## config.mk

```make
export PLATFORM = sky130hd
export DESIGN_NAME = mem_if_flat
export DESIGN_NICKNAME = d
export VERILOG_FILES = /design/src/rtl/mem_if_pkg.sv /design/src/rtl/mem_if_if.sv /design/src/rtl/mem_if_io.sv /design/src/rtl/mem_if.sv /design/src/flat_wrapper.sv
export SDC_FILE = /design/constraint.sdc
export NUM_CORES = 1
export LEC_CHECK = 0
export ABC_AREA = 1
export BUFFER_PORTS_ARGS = -buffer_cell sky130_fd_sc_hd__buf_4
export CORE_UTILIZATION = 35
export CTS_BUF_LIST = sky130_fd_sc_hd__clkbuf_4 sky130_fd_sc_hd__clkbuf_8
export DETAILED_ROUTE_END_ITERATION = 16
export PLACE_DENSITY_LB_ADDON = 0.15
export SLEW_MARGIN = 20
export SYNTH_ARGS = -nofsm -noshare
export SYNTH_HDL_FRONTEND = slang
export SYNTH_SLANG_ARGS = --single-unit
export TNS_END_PERCENT = 5
```

## constraint.sdc

```tcl
create_clock -name clk -period 5 [get_ports clk]
set_input_delay 0.5 -clock clk [delete_from_list [all_inputs] [get_ports clk]]
set_output_delay 0.5 -clock clk [all_outputs]
set_load 0.05 [all_outputs]
```

## src/rtl/mem_if_pkg.sv

```systemverilog
// rtl/mem_if_pkg.sv - shared I/O address map and FSM state encoding for mem_if
package mem_if_pkg;

    localparam logic [15:0] IO_BASE   = 16'hFE00;
    localparam logic [15:0] USER_BASE = 16'h3000;
    localparam logic [15:0] KBSR_ADDR = 16'hFE00;
    localparam logic [15:0] KBDR_ADDR = 16'hFE02;
    localparam logic [15:0] MCR_ADDR  = 16'hFFFE;

    typedef enum logic [1:0] {
        ST_IDLE = 2'd0,
        ST_EXT  = 2'd1,
        ST_DONE = 2'd2
    } state_e;

    function automatic logic is_io_addr(input logic [15:0] addr);
        return addr >= IO_BASE;
    endfunction

endpackage

```

## src/rtl/mem_if_if.sv

```systemverilog
// rtl/mem_if_if.sv - datapath, external memory and keyboard signals of mem_if
interface mem_if_if;
    logic [15:0] bus;
    logic        ld_mar;
    logic        ld_mdr;
    logic        ld_acv;
    logic        mio_en;
    logic        r_w;
    logic        psr_15;
    logic [15:0] mar;
    logic [15:0] mdr;
    logic        ready;
    logic        acv;
    logic        bus_err;
    logic        mem_req;
    logic        mem_we;
    logic [15:0] mem_rdata;
    logic        mem_ack;
    logic        kbd_valid;
    logic [7:0]  kbd_data;
    logic        run;

    modport slave (
        input  bus, ld_mar, ld_mdr, ld_acv, mio_en, r_w, psr_15,
        input  mem_rdata, mem_ack, kbd_valid, kbd_data,
        output mar, mdr, ready, acv, bus_err, mem_req, mem_we, run
    );

    modport master (
        output bus, ld_mar, ld_mdr, ld_acv, mio_en, r_w, psr_15,
        output mem_rdata, mem_ack, kbd_valid, kbd_data,
        input  mar, mdr, ready, acv, bus_err, mem_req, mem_we, run
    );
endinterface

```

## src/rtl/mem_if_io.sv

```systemverilog
// rtl/mem_if_io.sv - memory-mapped keyboard status/data and machine control registers
module mem_if_io
    import mem_if_pkg::*;
(
    input  logic        clk,
    input  logic        rst_n,
    input  logic [15:0] addr_i,
    input  logic [15:0] wdata_i,
    input  logic        wr_en_i,
    input  logic        rd_en_i,
    input  logic        kbd_valid_i,
    input  logic [7:0]  kbd_data_i,
    output logic [15:0] rdata_o,
    output logic        run_o
);
    logic        kbsr_q;
    logic [7:0]  kbdr_q;
    logic [15:0] mcr_q;

    always_ff @(posedge clk or negedge rst_n) begin
        if (!rst_n) begin
            kbsr_q <= 1'b0;
            kbdr_q <= 8'h00;
            mcr_q  <= 16'h8000;
        end else begin
            // A new keystroke takes priority over the clear caused by reading KBDR
            if (kbd_valid_i) begin
                kbsr_q <= 1'b1;
                kbdr_q <= kbd_data_i;
            end else if (rd_en_i && addr_i == KBDR_ADDR) begin
                kbsr_q <= 1'b0;
            end
            if (wr_en_i && addr_i == MCR_ADDR)
                mcr_q <= wdata_i;
        end
    end

    always_comb begin
        rdata_o = 16'h0000;
        case (addr_i)
            KBSR_ADDR: rdata_o = {kbsr_q, 15'h0000};
            KBDR_ADDR: rdata_o = {8'h00, kbdr_q};
            MCR_ADDR:  rdata_o = mcr_q;
            default:   rdata_o = 16'h0000;
        endcase
    end

    assign run_o = mcr_q[15];
endmodule

```

## src/rtl/mem_if.sv

```systemverilog
// rtl/mem_if.sv - MAR/MDR memory interface with external bus, timeout and internal I/O
module mem_if
    import mem_if_pkg::*;
#(
    parameter int unsigned TIMEOUT = 255
) (
    input  logic      clk,
    input  logic      rst_n,
    mem_if_if.slave   mif
);
    state_e      state_q, state_d;
    logic [15:0] mar_q, mdr_q, mdr_d, cnt_q, cnt_d;
    logic        we_q, we_d, err_q, err_d, acv_q;
    logic        done_entry, io_rd, io_wr, timeout_hit;
    logic [15:0] rd_data, io_rdata;

    // Counter holds EXT cycles already waited; expiry after TIMEOUT cycles without ack
    assign timeout_hit = (cnt_q == 16'(TIMEOUT - 1));

    always_comb begin
        state_d    = state_q;
        cnt_d      = cnt_q;
        we_d       = we_q;
        err_d      = err_q;
        done_entry = 1'b0;
        io_rd      = 1'b0;
        io_wr      = 1'b0;
        rd_data    = 16'h0000;
        case (state_q)
            ST_IDLE: begin
                if (mif.mio_en) begin
                    we_d  = mif.r_w;
                    err_d = 1'b0;
                    if (is_io_addr(mar_q)) begin
                        state_d    = ST_DONE;
                        done_entry = 1'b1;
                        io_rd      = !mif.r_w;
                        io_wr      = mif.r_w;
                        rd_data    = io_rdata;
                    end else begin
                        state_d = ST_EXT;
                        cnt_d   = 16'h0000;
                    end
                end
            end
            ST_EXT: begin
                if (mif.mem_ack) begin
                    state_d    = ST_DONE;
                    done_entry = 1'b1;
                    rd_data    = mif.mem_rdata;
                end else if (timeout_hit) begin
                    state_d    = ST_DONE;
                    done_entry = 1'b1;
                    err_d      = 1'b1;
                end else begin
                    cnt_d = cnt_q + 16'd1;
                end
            end
            ST_DONE: state_d = ST_IDLE;
            default: state_d = ST_IDLE;
        endcase

        mdr_d = mdr_q;
        if (mif.ld_mdr) begin
            if (!mif.mio_en)
                mdr_d = mif.bus;
            else if (done_entry && !we_d)
                mdr_d = rd_data;
        end
    end

    always_ff @(posedge clk or negedge rst_n) begin
        if (!rst_n) begin
            state_q <= ST_IDLE;
            mar_q   <= 16'h0000;
            mdr_q   <= 16'h0000;
            cnt_q   <= 16'h0000;
            we_q    <= 1'b0;
            err_q   <= 1'b0;
            acv_q   <= 1'b0;
        end else begin
            state_q <= state_d;
            mdr_q   <= mdr_d;
            cnt_q   <= cnt_d;
            we_q    <= we_d;
            err_q   <= err_d;
            if (mif.ld_mar)
                mar_q <= mif.bus;
            if (mif.ld_acv)
                acv_q <= mif.psr_15 & ((mif.bus < USER_BASE) | (mif.bus >= IO_BASE));
        end
    end

    mem_if_io u_io (
        .clk        (clk),
        .rst_n      (rst_n),
        .addr_i     (mar_q),
        .wdata_i    (mdr_q),
        .wr_en_i    (io_wr),
        .rd_en_i    (io_rd),
        .kbd_valid_i(mif.kbd_valid),
        .kbd_data_i (mif.kbd_data),
        .rdata_o    (io_rdata),
        .run_o      (mif.run)
    );

    assign mif.mar     = mar_q;
    assign mif.mdr     = mdr_q;
    assign mif.acv     = acv_q;
    assign mif.ready   = (state_q == ST_DONE);
    assign mif.bus_err = (state_q == ST_DONE) && err_q;
    assign mif.mem_req = (state_q == ST_EXT);
    assign mif.mem_we  = (state_q == ST_EXT) && we_q;
endmodule

```

## src/flat_wrapper.sv

```systemverilog
// flat-port wrapper written by rule: the top's interface ports become plain ports
module mem_if_flat import mem_if_pkg::*;
#(
    parameter int unsigned TIMEOUT = 255
)
  (clk, rst_n, mif_bus, mif_ld_mar, mif_ld_mdr, mif_ld_acv, mif_mio_en, mif_r_w, mif_psr_15, mif_mem_rdata, mif_mem_ack, mif_kbd_valid, mif_kbd_data, mif_mar, mif_mdr, mif_ready, mif_acv, mif_bus_err, mif_mem_req, mif_mem_we, mif_run);
  mem_if_if mif_i ();
  input  logic clk;
  input  logic rst_n;
  input wire logic [$bits(mif_i.bus)-1:0] mif_bus;
  input wire logic [$bits(mif_i.ld_mar)-1:0] mif_ld_mar;
  input wire logic [$bits(mif_i.ld_mdr)-1:0] mif_ld_mdr;
  input wire logic [$bits(mif_i.ld_acv)-1:0] mif_ld_acv;
  input wire logic [$bits(mif_i.mio_en)-1:0] mif_mio_en;
  input wire logic [$bits(mif_i.r_w)-1:0] mif_r_w;
  input wire logic [$bits(mif_i.psr_15)-1:0] mif_psr_15;
  input wire logic [$bits(mif_i.mem_rdata)-1:0] mif_mem_rdata;
  input wire logic [$bits(mif_i.mem_ack)-1:0] mif_mem_ack;
  input wire logic [$bits(mif_i.kbd_valid)-1:0] mif_kbd_valid;
  input wire logic [$bits(mif_i.kbd_data)-1:0] mif_kbd_data;
  output wire logic [$bits(mif_i.mar)-1:0] mif_mar;
  output wire logic [$bits(mif_i.mdr)-1:0] mif_mdr;
  output wire logic [$bits(mif_i.ready)-1:0] mif_ready;
  output wire logic [$bits(mif_i.acv)-1:0] mif_acv;
  output wire logic [$bits(mif_i.bus_err)-1:0] mif_bus_err;
  output wire logic [$bits(mif_i.mem_req)-1:0] mif_mem_req;
  output wire logic [$bits(mif_i.mem_we)-1:0] mif_mem_we;
  output wire logic [$bits(mif_i.run)-1:0] mif_run;
  assign mif_i.bus = mif_bus;
  assign mif_i.ld_mar = mif_ld_mar;
  assign mif_i.ld_mdr = mif_ld_mdr;
  assign mif_i.ld_acv = mif_ld_acv;
  assign mif_i.mio_en = mif_mio_en;
  assign mif_i.r_w = mif_r_w;
  assign mif_i.psr_15 = mif_psr_15;
  assign mif_i.mem_rdata = mif_mem_rdata;
  assign mif_i.mem_ack = mif_mem_ack;
  assign mif_i.kbd_valid = mif_kbd_valid;
  assign mif_i.kbd_data = mif_kbd_data;
  assign mif_mar = mif_i.mar;
  assign mif_mdr = mif_i.mdr;
  assign mif_ready = mif_i.ready;
  assign mif_acv = mif_i.acv;
  assign mif_bus_err = mif_i.bus_err;
  assign mif_mem_req = mif_i.mem_req;
  assign mif_mem_we = mif_i.mem_we;
  assign mif_run = mif_i.run;
  mem_if #(.TIMEOUT(TIMEOUT)) u_core (.clk(clk), .rst_n(rst_n), .mif(mif_i));
endmodule
```

==> results.cfg <==
[cts]
cts_setup_buffers = 0
cts_num_sinks = 78
cts_buffers = 9
cts_max_level = 3
cts_tree = done
clk_root_buffer_cell = clkbuf_8
clk_latency_ps = 360
holdBufCountCts = 0
cts.repair.resized = 0
path_clk_slew_ps = 80
clockBufferDepth = 2

[route]
firstDrtPassIters = 4
routed-via-count = 3681
routed_via_density = 4.86
drtAntennaViolNets = 0
post_drt_wl_per_cell_um = 14.7
drcViolationCount = 0
drt_wl_total_um = 11100
drt_iter0_markers = 300

[cells_and_area]
regArea_um2 = 1950
fillerInstances = 1228
diodes = 0
final_area_um2 = 5240
drive_above_1_share_pct = 27.5
nNetsFinal = 659
area_delta_synth_final_pct = 21.2
final_cell_mix = nand2_1 (217), buf_4 (86), dfrtp_1 (77), nor2_1 (37), nand3_1 (34)
layout_commonest_cell = nand2_1
multiInputGateArea_um2 = 2120
fin_util_pct = 43.6

[logic_synthesis]
synth_fp_nets = 578
ys_warn_count = 0
synth-edff-count = 0
syn_area_um2 = 4320
avgSynthCellArea_um2 = 8.22
synth-seq-cells = 78
ys_types = 38
ys_seq_area_share_pct = 45.2
synth_ff_type = dfrtp_1
synthArstFlopShare_pct = 100
syn_inst = 526

[sta]
fmax_mhz = 383
fin_tns_setup_ps = 0
worst_pin_slew_ps = 858
hold_viol = 0
finClkSkew_ps = 6.83
period_minus_slack_ps = 2610
maxSlewViolCount = 0
max_slew_margin_pct = 42.7
setup_violations = 0
period_share_pct = 52.3
rsz0062_at_grt = false

[die]
core_um2 = 12000
die_y_um = 113
chipWidth_um = 113
ios = 88
start_util_pct = 36.0
fp-row-count = 40
dieArea_um2 = 12800

[global_routing]
met2_usage_pct = 30.2
grt_pass1_vias = 3729
overflow = 0
grtUsageTotal_pct = 18.7
grt_pass1_wl_um = 18500
grt_max_degree = 79
grt-busiest-layer = met2
antenna_found_initial = 0
met1_usage_pct = 25.1
met3_usage_pct = 3.70

[power]
p_per_area_nw_per_um2 = 373
power_leakage_uw = 0.00269
ir_drop_v = 0.000180

[critical_path]
r2r-start = u_core.state_q[0]
cp_data_arrival_time_ps = 2110
path_class = reg -> out
reg2reg_setup_slack_ps = 2770
rr_endpoint = u_core.cnt_q[4]
cp-end-kind = primary output
worstPathRequired_ps = 4500
reg2reg_depth = 6
startpoint_type = register
crit_path_max_fanout = 12

[outcome]
status = complete, no violations

[place]
dpl_cell_area_um2 = 5030
finalWeightedCongestion = 0.818
place_hpwl_um = 8130
portBuffers = 87

[hold_path]
hp-class = in -> async

[job]
cap_viol_max_count = 0
## metrics by stage
stage	instances	setup slack, ps	hold slack [ps]	total power (uW)
2_1_floorplan	526	2770	204	1280
3_3_place_gp	743	2770	464	1450
3_5_place_dp	743	2740	463	1460
4_1_cts	757	2360	313	1980
5_1_grt	757	2220	227	2070
6_report	757	2390	131	1960
## worst max-delay path, stage by stage, from the launching register on
cell and delay, ps:
dfrtp_1 450, inv_2 60, nor2_2 490, inv_1 350, nor2_1 180, buf_4 220
## layout make-up
type | instances | share of cell area [%]
clock buffer | 10 | 2.63
clock inverter | 4 | 1.38
inverter | 30 | 2.15
multi-input combinational | 401 | 40.5
sequential | 78 | 37.3
tap | 147 | 3.51
timing repair buffer | 87 | 12.5
## routing by layer
layer / up-vias / wire length (um)
li1: 1839 / -
met1: 1747 / 5210
met2: 81 / 5260
met3: 14 / 511
met4: 0 / 148
met5: - / 0
## Yosys cell counts, drive strengths merged (3+ instances only)
library cell,number,area share (%)
inv,28,2.4
a21oi,3,0.61
mux2,27,7.9
clkbuf,4,0.35
nor3,4,0.46
nand2,229,21
nor2,46,4.9
dfrtp,77,45
xor2,12,2.4
buf,13,2.7
nand4,6,1.0
nand3,37,5.0
a21boi,7,1.2
o21ai,22,3.2
## power breakdown
part	total, uW	internal (uW)	switching (uW)	leakage (uW)
Combinational	674	185	489	0.00158
Sequential	766	699	67.7	0.00101
Clock	516	288	228	0.000104
Total	1960	1170	785	0.00269
## registers in the layout, indices dropped and copies added, names as in the netlist
name	count
u_core.cnt_q	16
u_core.mif.acv	1
u_core.mif.mar	16
u_core.we_q	1
u_core.state_q	2
u_core.mif.mdr	16
u_core.u_io.kbdr_q	8
u_core.u_io.mcr_q	16
u_core.u_io.kbsr_q	1
u_core.err_q	1
## how the worst max path moves through the flow
stage | startpoint | end | slack, ps
6_report | u_core.state_q[0] | mif_mem_we | 2390
5_1_grt | u_core.state_q[0] | mif_mem_we | 2220
4_1_cts | u_core.state_q[0] | mif_mem_we | 2360
3_5_place_dp | u_core.state_q[0] | u_core.cnt_q[4] | 2740
3_3_place_gp | u_core.state_q[0] | mif_mem_we | 2770
2_1_floorplan | u_core.state_q[0] | mif_mem_we | 2770
## cells by family after synthesis
logic type	synth area share, %
flops	45.2
xor+xnor	2.43
fa+ha+maj	0.579
compound gates	5.76
buf+inv	5.67
simple gates	32.5
mux	7.90
Power figures use the tool's default switching activity.
